**src/rtl/addsub_seq_pkg.sv**
```systemverilog
// addsub_seq_pkg: shared FSM encodings, operation modes and sizing helper for addsub_seq
package addsub_seq_pkg;
    typedef enum logic [1:0] {ST_IDLE = 2'd0, ST_RUN = 2'd1, ST_DONE = 2'd2} state_t;
    localparam logic MODE_ADD = 1'b0;
    localparam logic MODE_SUB = 1'b1;
    function automatic int idx_width(input int n);
        return (n > 1) ? $clog2(n) : 1;
    endfunction
endpackage

```
**src/rtl/addsub_seq_if.sv**
```systemverilog
// addsub_seq_if: start/done handshake, operands, result and status flags of addsub_seq
interface addsub_seq_if #(parameter int WIDTH = 16);
    logic             start;
    logic             mode;
    logic [WIDTH-1:0] a;
    logic [WIDTH-1:0] b;
    logic             busy;
    logic             done;
    logic [WIDTH-1:0] result;
    logic             carry;
    logic             overflow;
    logic             zero;
    logic             negative;
    modport master (output start, mode, a, b, input busy, done, result, carry, overflow, zero, negative);
    modport slave  (input start, mode, a, b, output busy, done, result, carry, overflow, zero, negative);
endinterface

```
**src/rtl/addsub_seq_chunk_adder.sv**
```systemverilog
// chunk_adder: CHUNK-bit ripple adder built from full_adder_1bit cells
module full_adder_1bit (
    input  logic a,
    input  logic b,
    input  logic cin,
    output logic sum,
    output logic cout
);
    assign sum  = a ^ b ^ cin;
    assign cout = (a & b) | (cin & (a ^ b));
endmodule

module chunk_adder #(parameter int CHUNK = 4) (
    input  logic [CHUNK-1:0] a,
    input  logic [CHUNK-1:0] b,
    input  logic             cin,
    output logic [CHUNK-1:0] sum,
    output logic             cout
);
    logic [CHUNK:0] c;
    assign c[0] = cin;
    assign cout = c[CHUNK];
    for (genvar i = 0; i < CHUNK; i++) begin : g_fa
        full_adder_1bit u_fa (.a(a[i]), .b(b[i]), .cin(c[i]), .sum(sum[i]), .cout(c[i+1]));
    end
endmodule

```
**src/rtl/addsub_seq.sv**
```systemverilog
// addsub_seq: multi-cycle add/subtract, CHUNK bits per clock with registered ripple carry and flags
module addsub_seq
    import addsub_seq_pkg::*;
#(
    parameter int WIDTH = 16,
    parameter int CHUNK = 4
) (
    input  logic         clk,
    input  logic         rst,
    addsub_seq_if.slave  bus
);
    localparam int N  = WIDTH / CHUNK;
    localparam int KW = idx_width(N);

    if (WIDTH % CHUNK != 0) begin : g_bad_chunk
        $error("addsub_seq: WIDTH must be a multiple of CHUNK");
    end

    state_t           state_q, state_d;
    logic [KW-1:0]    k_q, k_d;
    logic [WIDTH-1:0] a_q, a_d, b_q, b_d, res_q, res_d;
    logic             cr_q, cr_d, carry_q, carry_d, ovf_q, ovf_d;
    logic             zero_q, zero_d, neg_q, neg_d, done_q, done_d, busy_q, busy_d;
    logic [CHUNK-1:0] ca, cb, cs;
    logic             co;

    assign ca = a_q[int'(k_q)*CHUNK +: CHUNK];
    assign cb = b_q[int'(k_q)*CHUNK +: CHUNK];

    chunk_adder #(.CHUNK(CHUNK)) u_chunk (.a(ca), .b(cb), .cin(cr_q), .sum(cs), .cout(co));

    // next state: accept in IDLE/DONE, ripple one chunk per RUN cycle, publish flags on the last chunk
    always_comb begin
        state_d = state_q;
        k_d     = k_q;
        a_d     = a_q;
        b_d     = b_q;
        cr_d    = cr_q;
        res_d   = res_q;
        carry_d = carry_q;
        ovf_d   = ovf_q;
        zero_d  = zero_q;
        neg_d   = neg_q;
        done_d  = 1'b0;
        busy_d  = 1'b0;
        if (state_q == ST_RUN) begin
            res_d[int'(k_q)*CHUNK +: CHUNK] = cs;
            cr_d = co;
            if (k_q == KW'(N - 1)) begin
                state_d = ST_DONE;
                done_d  = 1'b1;
                carry_d = co;
                ovf_d   = (a_q[WIDTH-1] == b_q[WIDTH-1]) && (res_d[WIDTH-1] != a_q[WIDTH-1]);
                zero_d  = (res_d == '0);
                neg_d   = res_d[WIDTH-1];
            end else begin
                k_d    = k_q + KW'(1);
                busy_d = 1'b1;
            end
        end else if (bus.start) begin
            state_d = ST_RUN;
            k_d     = '0;
            a_d     = bus.a;
            b_d     = bus.b ^ {WIDTH{bus.mode == MODE_SUB}};
            cr_d    = (bus.mode != MODE_ADD);
            busy_d  = 1'b1;
        end else begin
            state_d = ST_IDLE;
        end
    end

    // state, operand and output registers; reset aborts any operation and clears every output
    always_ff @(posedge clk or posedge rst) begin
        if (rst) begin
            state_q <= ST_IDLE;
            k_q     <= '0;
            a_q     <= '0;
            b_q     <= '0;
            cr_q    <= 1'b0;
            res_q   <= '0;
            carry_q <= 1'b0;
            ovf_q   <= 1'b0;
            zero_q  <= 1'b0;
            neg_q   <= 1'b0;
            done_q  <= 1'b0;
            busy_q  <= 1'b0;
        end else begin
            state_q <= state_d;
            k_q     <= k_d;
            a_q     <= a_d;
            b_q     <= b_d;
            cr_q    <= cr_d;
            res_q   <= res_d;
            carry_q <= carry_d;
            ovf_q   <= ovf_d;
            zero_q  <= zero_d;
            neg_q   <= neg_d;
            done_q  <= done_d;
            busy_q  <= busy_d;
        end
    end

    assign bus.busy     = busy_q;
    assign bus.done     = done_q;
    assign bus.result   = res_q;
    assign bus.carry    = carry_q;
    assign bus.overflow = ovf_q;
    assign bus.zero     = zero_q;
    assign bus.negative = neg_q;
endmodule

```
**src/flat_wrapper.sv**
```systemverilog
// flat-port wrapper written by rule: the top's interface ports become plain ports
module addsub_seq_flat import addsub_seq_pkg::*;
#(
    parameter int WIDTH = 16,
    parameter int CHUNK = 4
)
  (clk, rst, bus_start, bus_mode, bus_a, bus_b, bus_busy, bus_done, bus_result, bus_carry, bus_overflow, bus_zero, bus_negative);
  addsub_seq_if #(.WIDTH(WIDTH)) bus_i ();
  input  logic clk;
  input  logic rst;
  input wire logic [$bits(bus_i.start)-1:0] bus_start;
  input wire logic [$bits(bus_i.mode)-1:0] bus_mode;
  input wire logic [$bits(bus_i.a)-1:0] bus_a;
  input wire logic [$bits(bus_i.b)-1:0] bus_b;
  output wire logic [$bits(bus_i.busy)-1:0] bus_busy;
  output wire logic [$bits(bus_i.done)-1:0] bus_done;
  output wire logic [$bits(bus_i.result)-1:0] bus_result;
  output wire logic [$bits(bus_i.carry)-1:0] bus_carry;
  output wire logic [$bits(bus_i.overflow)-1:0] bus_overflow;
  output wire logic [$bits(bus_i.zero)-1:0] bus_zero;
  output wire logic [$bits(bus_i.negative)-1:0] bus_negative;
  assign bus_i.start = bus_start;
  assign bus_i.mode = bus_mode;
  assign bus_i.a = bus_a;
  assign bus_i.b = bus_b;
  assign bus_busy = bus_i.busy;
  assign bus_done = bus_i.done;
  assign bus_result = bus_i.result;
  assign bus_carry = bus_i.carry;
  assign bus_overflow = bus_i.overflow;
  assign bus_zero = bus_i.zero;
  assign bus_negative = bus_i.negative;
  addsub_seq #(.WIDTH(WIDTH), .CHUNK(CHUNK)) u_core (.clk(clk), .rst(rst), .bus(bus_i));
endmodule
```
**config.mk**
```make
export PLATFORM = sky130hd
export DESIGN_NAME = addsub_seq_flat
export DESIGN_NICKNAME = d
export VERILOG_FILES = /design/src/rtl/addsub_seq_pkg.sv /design/src/rtl/addsub_seq_if.sv /design/src/rtl/addsub_seq_chunk_adder.sv /design/src/rtl/addsub_seq.sv /design/src/flat_wrapper.sv
export SDC_FILE = /design/constraint.sdc
export NUM_CORES = 1
export LEC_CHECK = 0
export BUFFER_PORTS_ARGS = -buffer_cell sky130_fd_sc_hd__buf_2
export CAP_MARGIN = 20
export CELL_PAD_IN_SITES_DETAIL_PLACEMENT = 1
export CELL_PAD_IN_SITES_GLOBAL_PLACEMENT = 1
export CORE_ASPECT_RATIO = 1.75
export CORE_MARGIN = 1.5
export CORE_UTILIZATION = 46
export CTS_CLUSTER_DIAMETER = 40
export DETAILED_ROUTE_END_ITERATION = 16
export MAX_ROUTING_LAYER = met4
export PLACE_DENSITY = 0.87
export SYNTH_ARGS = -nofsm -noshare
export SYNTH_HDL_FRONTEND = slang
export SYNTH_SLANG_ARGS = --single-unit
```
**constraint.sdc**
```tcl
create_clock -name clk -period 5.7 [get_ports clk]
set_input_delay 0.57 -clock clk [delete_from_list [all_inputs] [get_ports clk]]
set_output_delay 0.57 -clock clk [all_outputs]
set_load 0.1 [all_outputs]
```
==> results_tabular.tex <==
\begin{tabular}{lr}
\hline
Metric & Value \\
\hline
\multicolumn{2}{l}{\textbf{Run status}} \\
\quad Outcome & complete, no violations \\
\multicolumn{2}{l}{\textbf{STA}} \\
\quad Min Clock Period, post-route & 3740 ps \\
\quad Total Neg Setup Slack & 0 ps \\
\quad Number of pins exceeding their max-slew limit in the final report & 0 \\
\quad Setup skew after layout & 11.9 ps \\
\quad Final setup violation count & 0 \\
\quad Measured slew at the worst slew-check pin & 769 ps \\
\quad Fmax & 0.267 GHz \\
\quad Hold Fails Final Rpt & 0 \\
\quad Unrepaired setup endpoints after global routing & no \\
\quad Normalized max-slew margin & 0.487 \\
\quad Post-route fraction of the period consumed by the critical path & 0.656 \\
\multicolumn{2}{l}{\textbf{Global routing}} \\
\quad All-Layer GR Usage & 0.232 \\
\quad Pin count of the biggest net entering global routing & 60 \\
\quad Initial antenna violation count & 0 \\
\quad Number of global-route vias before repair & 2309 \\
\quad First-pass GRT wire length & 11300 um \\
\quad Total gr overflow & 0 \\
\multicolumn{2}{l}{\textbf{Route}} \\
\quad Drt first-iter violations & 47 \\
\quad Average detailed-routed wire length per instance & 17.0 um \\
\quad \# DRC & 0 \\
\quad Iteration count of the initial detailed-routing pass & 4 \\
\quad Antenna violation net count after detailed routing & 0 \\
\quad Detailed Route WL & 6800 um \\
\quad Vias & 2132 \\
\quad Drt via density & 5.33 \\
\multicolumn{2}{l}{\textbf{Floorplan}} \\
\quad Die Span X & 63.2 um \\
\quad Core Area & 6180 um2 \\
\quad Starting density of the core & 0.471 \\
\quad Area of the die & 6840 um2 \\
\quad I/O pin cnt & 58 \\
\quad Site row count & 38 \\
\quad Chip height & 108 um \\
\multicolumn{2}{l}{\textbf{Yosys}} \\
\quad Simple logic cell fraction of the synthesized area & 0.122 \\
\quad Mux cell area share after synthesis & 0.131 \\
\quad Area fraction in compound gates after synthesis & 0.0979 \\
\quad Synthesized area divided by synthesized cell count & 11.4 um2 \\
\quad Count of unique library cells instantiated by Yosys & 40 \\
\quad Gate Count Post-Synth & 256 \\
\quad Synthesized-area fraction occupied by adder cells & 0.0490 \\
\quad Most instantiated flip-flop cell in the synthesis netlist & sky130\_fd\_sc\_hd\_\_dfrtp\_1 \\
\quad Yosys synthesis warning count & 0 \\
\quad Net count of the mapped netlist & 301 \\
\quad Mapped cell area & 2910 um2 \\
\quad Seq/Total Area, Yosys & 0.507 \\
\quad FF+latch count, synth & 59 \\
\quad Share of the synthesized netlist area taken by xor and xnor gates & 0.0481 \\
\quad Proportion of register bits with asynchronous set or reset after synthesis & 1.00 \\
\quad Largest family of logic cells by synthesized area & multiplexers \\
\quad Number of enable flip-flop cells after synthesis & 0 \\
\multicolumn{2}{l}{\textbf{Flow run}} \\
\quad Max-Cap Viols & 0 \\
\multicolumn{2}{l}{\textbf{Finish}} \\
\quad Post-route non-filler standard cell count & 400 \\
\quad \# diodes & 0 \\
\quad Most used cells in the layout excluding fill and tap cells & sky130\_fd\_sc\_hd\_\_dfrtp\_1, sky130\_fd\_sc\_hd\_\_buf\_2, sky130\_fd\_sc\_hd\_\_nand2\_1 \\
\quad Synth-to-layout area growth & 18.4\% \\
\quad Leading cell type in the layout, fill and taps excluded & sky130\_fd\_sc\_hd\_\_dfrtp\_1 \\
\quad NumNets Final & 360 \\
\quad Count of filler cells inserted in the layout & 702 \\
\quad Proportion of layout cells with a drive suffix above 1 & 0.344 \\
\multicolumn{2}{l}{\textbf{Clock tree}} \\
\quad Clock transition time at the flip-flop clock pins of the worst setup and hold paths & 70 ps \\
\quad Clock insertion delay at the later pin of the skew report & 350 ps \\
\quad Buffer type at the clock tree root & sky130\_fd\_sc\_hd\_\_clkbuf\_8 \\
\quad CTS Hold Buffers Added & 0 \\
\quad Number of buffers on the longest clock path & 2 \\
\quad Resize count post-CTS & 0 \\
\quad TritonCTS clock tree & done \\
\quad Count of buffers added by post-CTS timing repair for setup & 0 \\
\quad H-tree level count & 3 \\
\quad Clock sinks & 59 \\
\quad Number of buffers created by CTS & 9 \\
\multicolumn{2}{l}{\textbf{Placement}} \\
\quad Count of placed standard cells including taps & 384 \\
\quad HPWL after detailed placement & 5070 um \\
\quad GPL Wtd Cong & 0.892 \\
\quad Port buffer count & 57 \\
\multicolumn{2}{l}{\textbf{Setup path}} \\
\quad Crit path DAT & 4000 ps \\
\quad Crit. End Element & flop \\
\quad Required time worst endpoint & 5960 ps \\
\quad Classification of the worst setup path & flop to flop \\
\quad Critical path peak fanout & 18 \\
\quad Slack of the worst reg-to-reg path & 1960 ps \\
\quad Critical Path Start Type & flop \\
\multicolumn{2}{l}{\textbf{Hold path}} \\
\quad Path category of the worst min-delay check & input pin to async pin \\
\hline
\end{tabular}
-- logic make-up (layout without fill, tap and decap cells) --
family,count (synthesis),in the layout
compound gates,45,45
xor+xnor,16,16
fa+ha+maj,9,9
buf+inv,30,94
flops,59,59
mux,26,26
simple gates,71,71
-- cell usage after synthesis, types with 4 or more instances --
master | n | area (um2)
sky130_fd_sc_hd__buf_2 | 5 | 25.0
sky130_fd_sc_hd__clkbuf_1 | 5 | 18.8
sky130_fd_sc_hd__dfrtp_1 | 59 | 1480
sky130_fd_sc_hd__fa_1 | 4 | 80.1
sky130_fd_sc_hd__ha_1 | 5 | 62.6
sky130_fd_sc_hd__inv_1 | 18 | 67.6
sky130_fd_sc_hd__mux2_2 | 16 | 180
sky130_fd_sc_hd__mux4_2 | 8 | 180
sky130_fd_sc_hd__nand2_1 | 46 | 173
sky130_fd_sc_hd__nor2_1 | 4 | 15.0
sky130_fd_sc_hd__o21ai_0 | 27 | 135
sky130_fd_sc_hd__o21ai_2 | 4 | 35.0
sky130_fd_sc_hd__xnor2_1 | 16 | 140
-- worst max-delay path, stage by stage, from the launching register on --
cell and delay, ps:
sky130_fd_sc_hd__dfrtp_1 840, sky130_fd_sc_hd__mux4_2 590, sky130_fd_sc_hd__inv_1 90, sky130_fd_sc_hd__fa_1 170, sky130_fd_sc_hd__inv_1 50, sky130_fd_sc_hd__fa_1 350, sky130_fd_sc_hd__inv_1 80, sky130_fd_sc_hd__fa_1 160
sky130_fd_sc_hd__inv_1 60, sky130_fd_sc_hd__fa_1 610, sky130_fd_sc_hd__a31oi_1 160, sky130_fd_sc_hd__or3_1 330, sky130_fd_sc_hd__a31oi_1 170
-- cell type report --
class | count | area [um2] | area share
clock inverter | 1 | 5.00 | 0.00145
clock buffer | 15 | 186 | 0.0540
inverter | 19 | 76.3 | 0.0221
tap | 80 | 100 | 0.0290
multi-input combinational | 167 | 1310 | 0.378
sequential | 59 | 1480 | 0.428
timing repair buffer | 59 | 300 | 0.0871
-- through the flow --
step / area (um2) / worst slack, ps / util / hold slack [ps]
after CTS: 3450 / 1950 / 0.558 / 442
final: 3450 / 1960 / 0.558 / 424
after detailed placement: 3260 / 1980 / 0.527 / 469
after global routing: 3450 / 1680 / 0.558 / 458
after floorplan: 2910 / 2330 / - / 445
after global placement: 3260 / 2070 / 0.527 / 457
-- sequential cells by signal, indices dropped and copies added, names as in the netlist --
register             flops
u_core.a_q              16
u_core.b_q              16
u_core.bus.busy          1
u_core.bus.zero          1
u_core.cr_q              1
u_core.bus.carry         1
u_core.bus.negative      1
u_core.k_q               2
u_core.bus.overflow      1
u_core.bus.result       16
u_core.state_q           2
u_core.bus.done          1
-- per-layer routing --
metal,vias to the layer above,wire length (um),GRT usage
met5,-,0,-
met4,0,240,0.140
met3,19,204,0.0427
met2,51,3970,0.424
met1,1064,2390,0.222
li1,998,-,-
-- final timing paths --
check                           cells past startpoint                         startpoint                                 to
worst max-delay path                               12          u_core.k_q[0]$_DFFE_PP0P_    u_core.bus.overflow$_DFFE_PP0P_
worst min-delay path                                3                                rst   u_core.bus.result[8]$_DFFE_PP0P_
worst max register to register                     12          u_core.k_q[0]$_DFFE_PP0P_    u_core.bus.overflow$_DFFE_PP0P_
worst min register to register                      2  u_core.bus.result[12]$_DFFE_PP0P_  u_core.bus.result[12]$_DFFE_PP0P_
max in group asynchronous                           3                                rst          u_core.b_q[0]$_DFFE_PP0P_
min in group clk                                    2                           bus_a[2]          u_core.a_q[2]$_DFFE_PP0P_
Power is not shown: default switching activity piles up to over one toggle a cycle in this logic, so the estimate is an artifact.
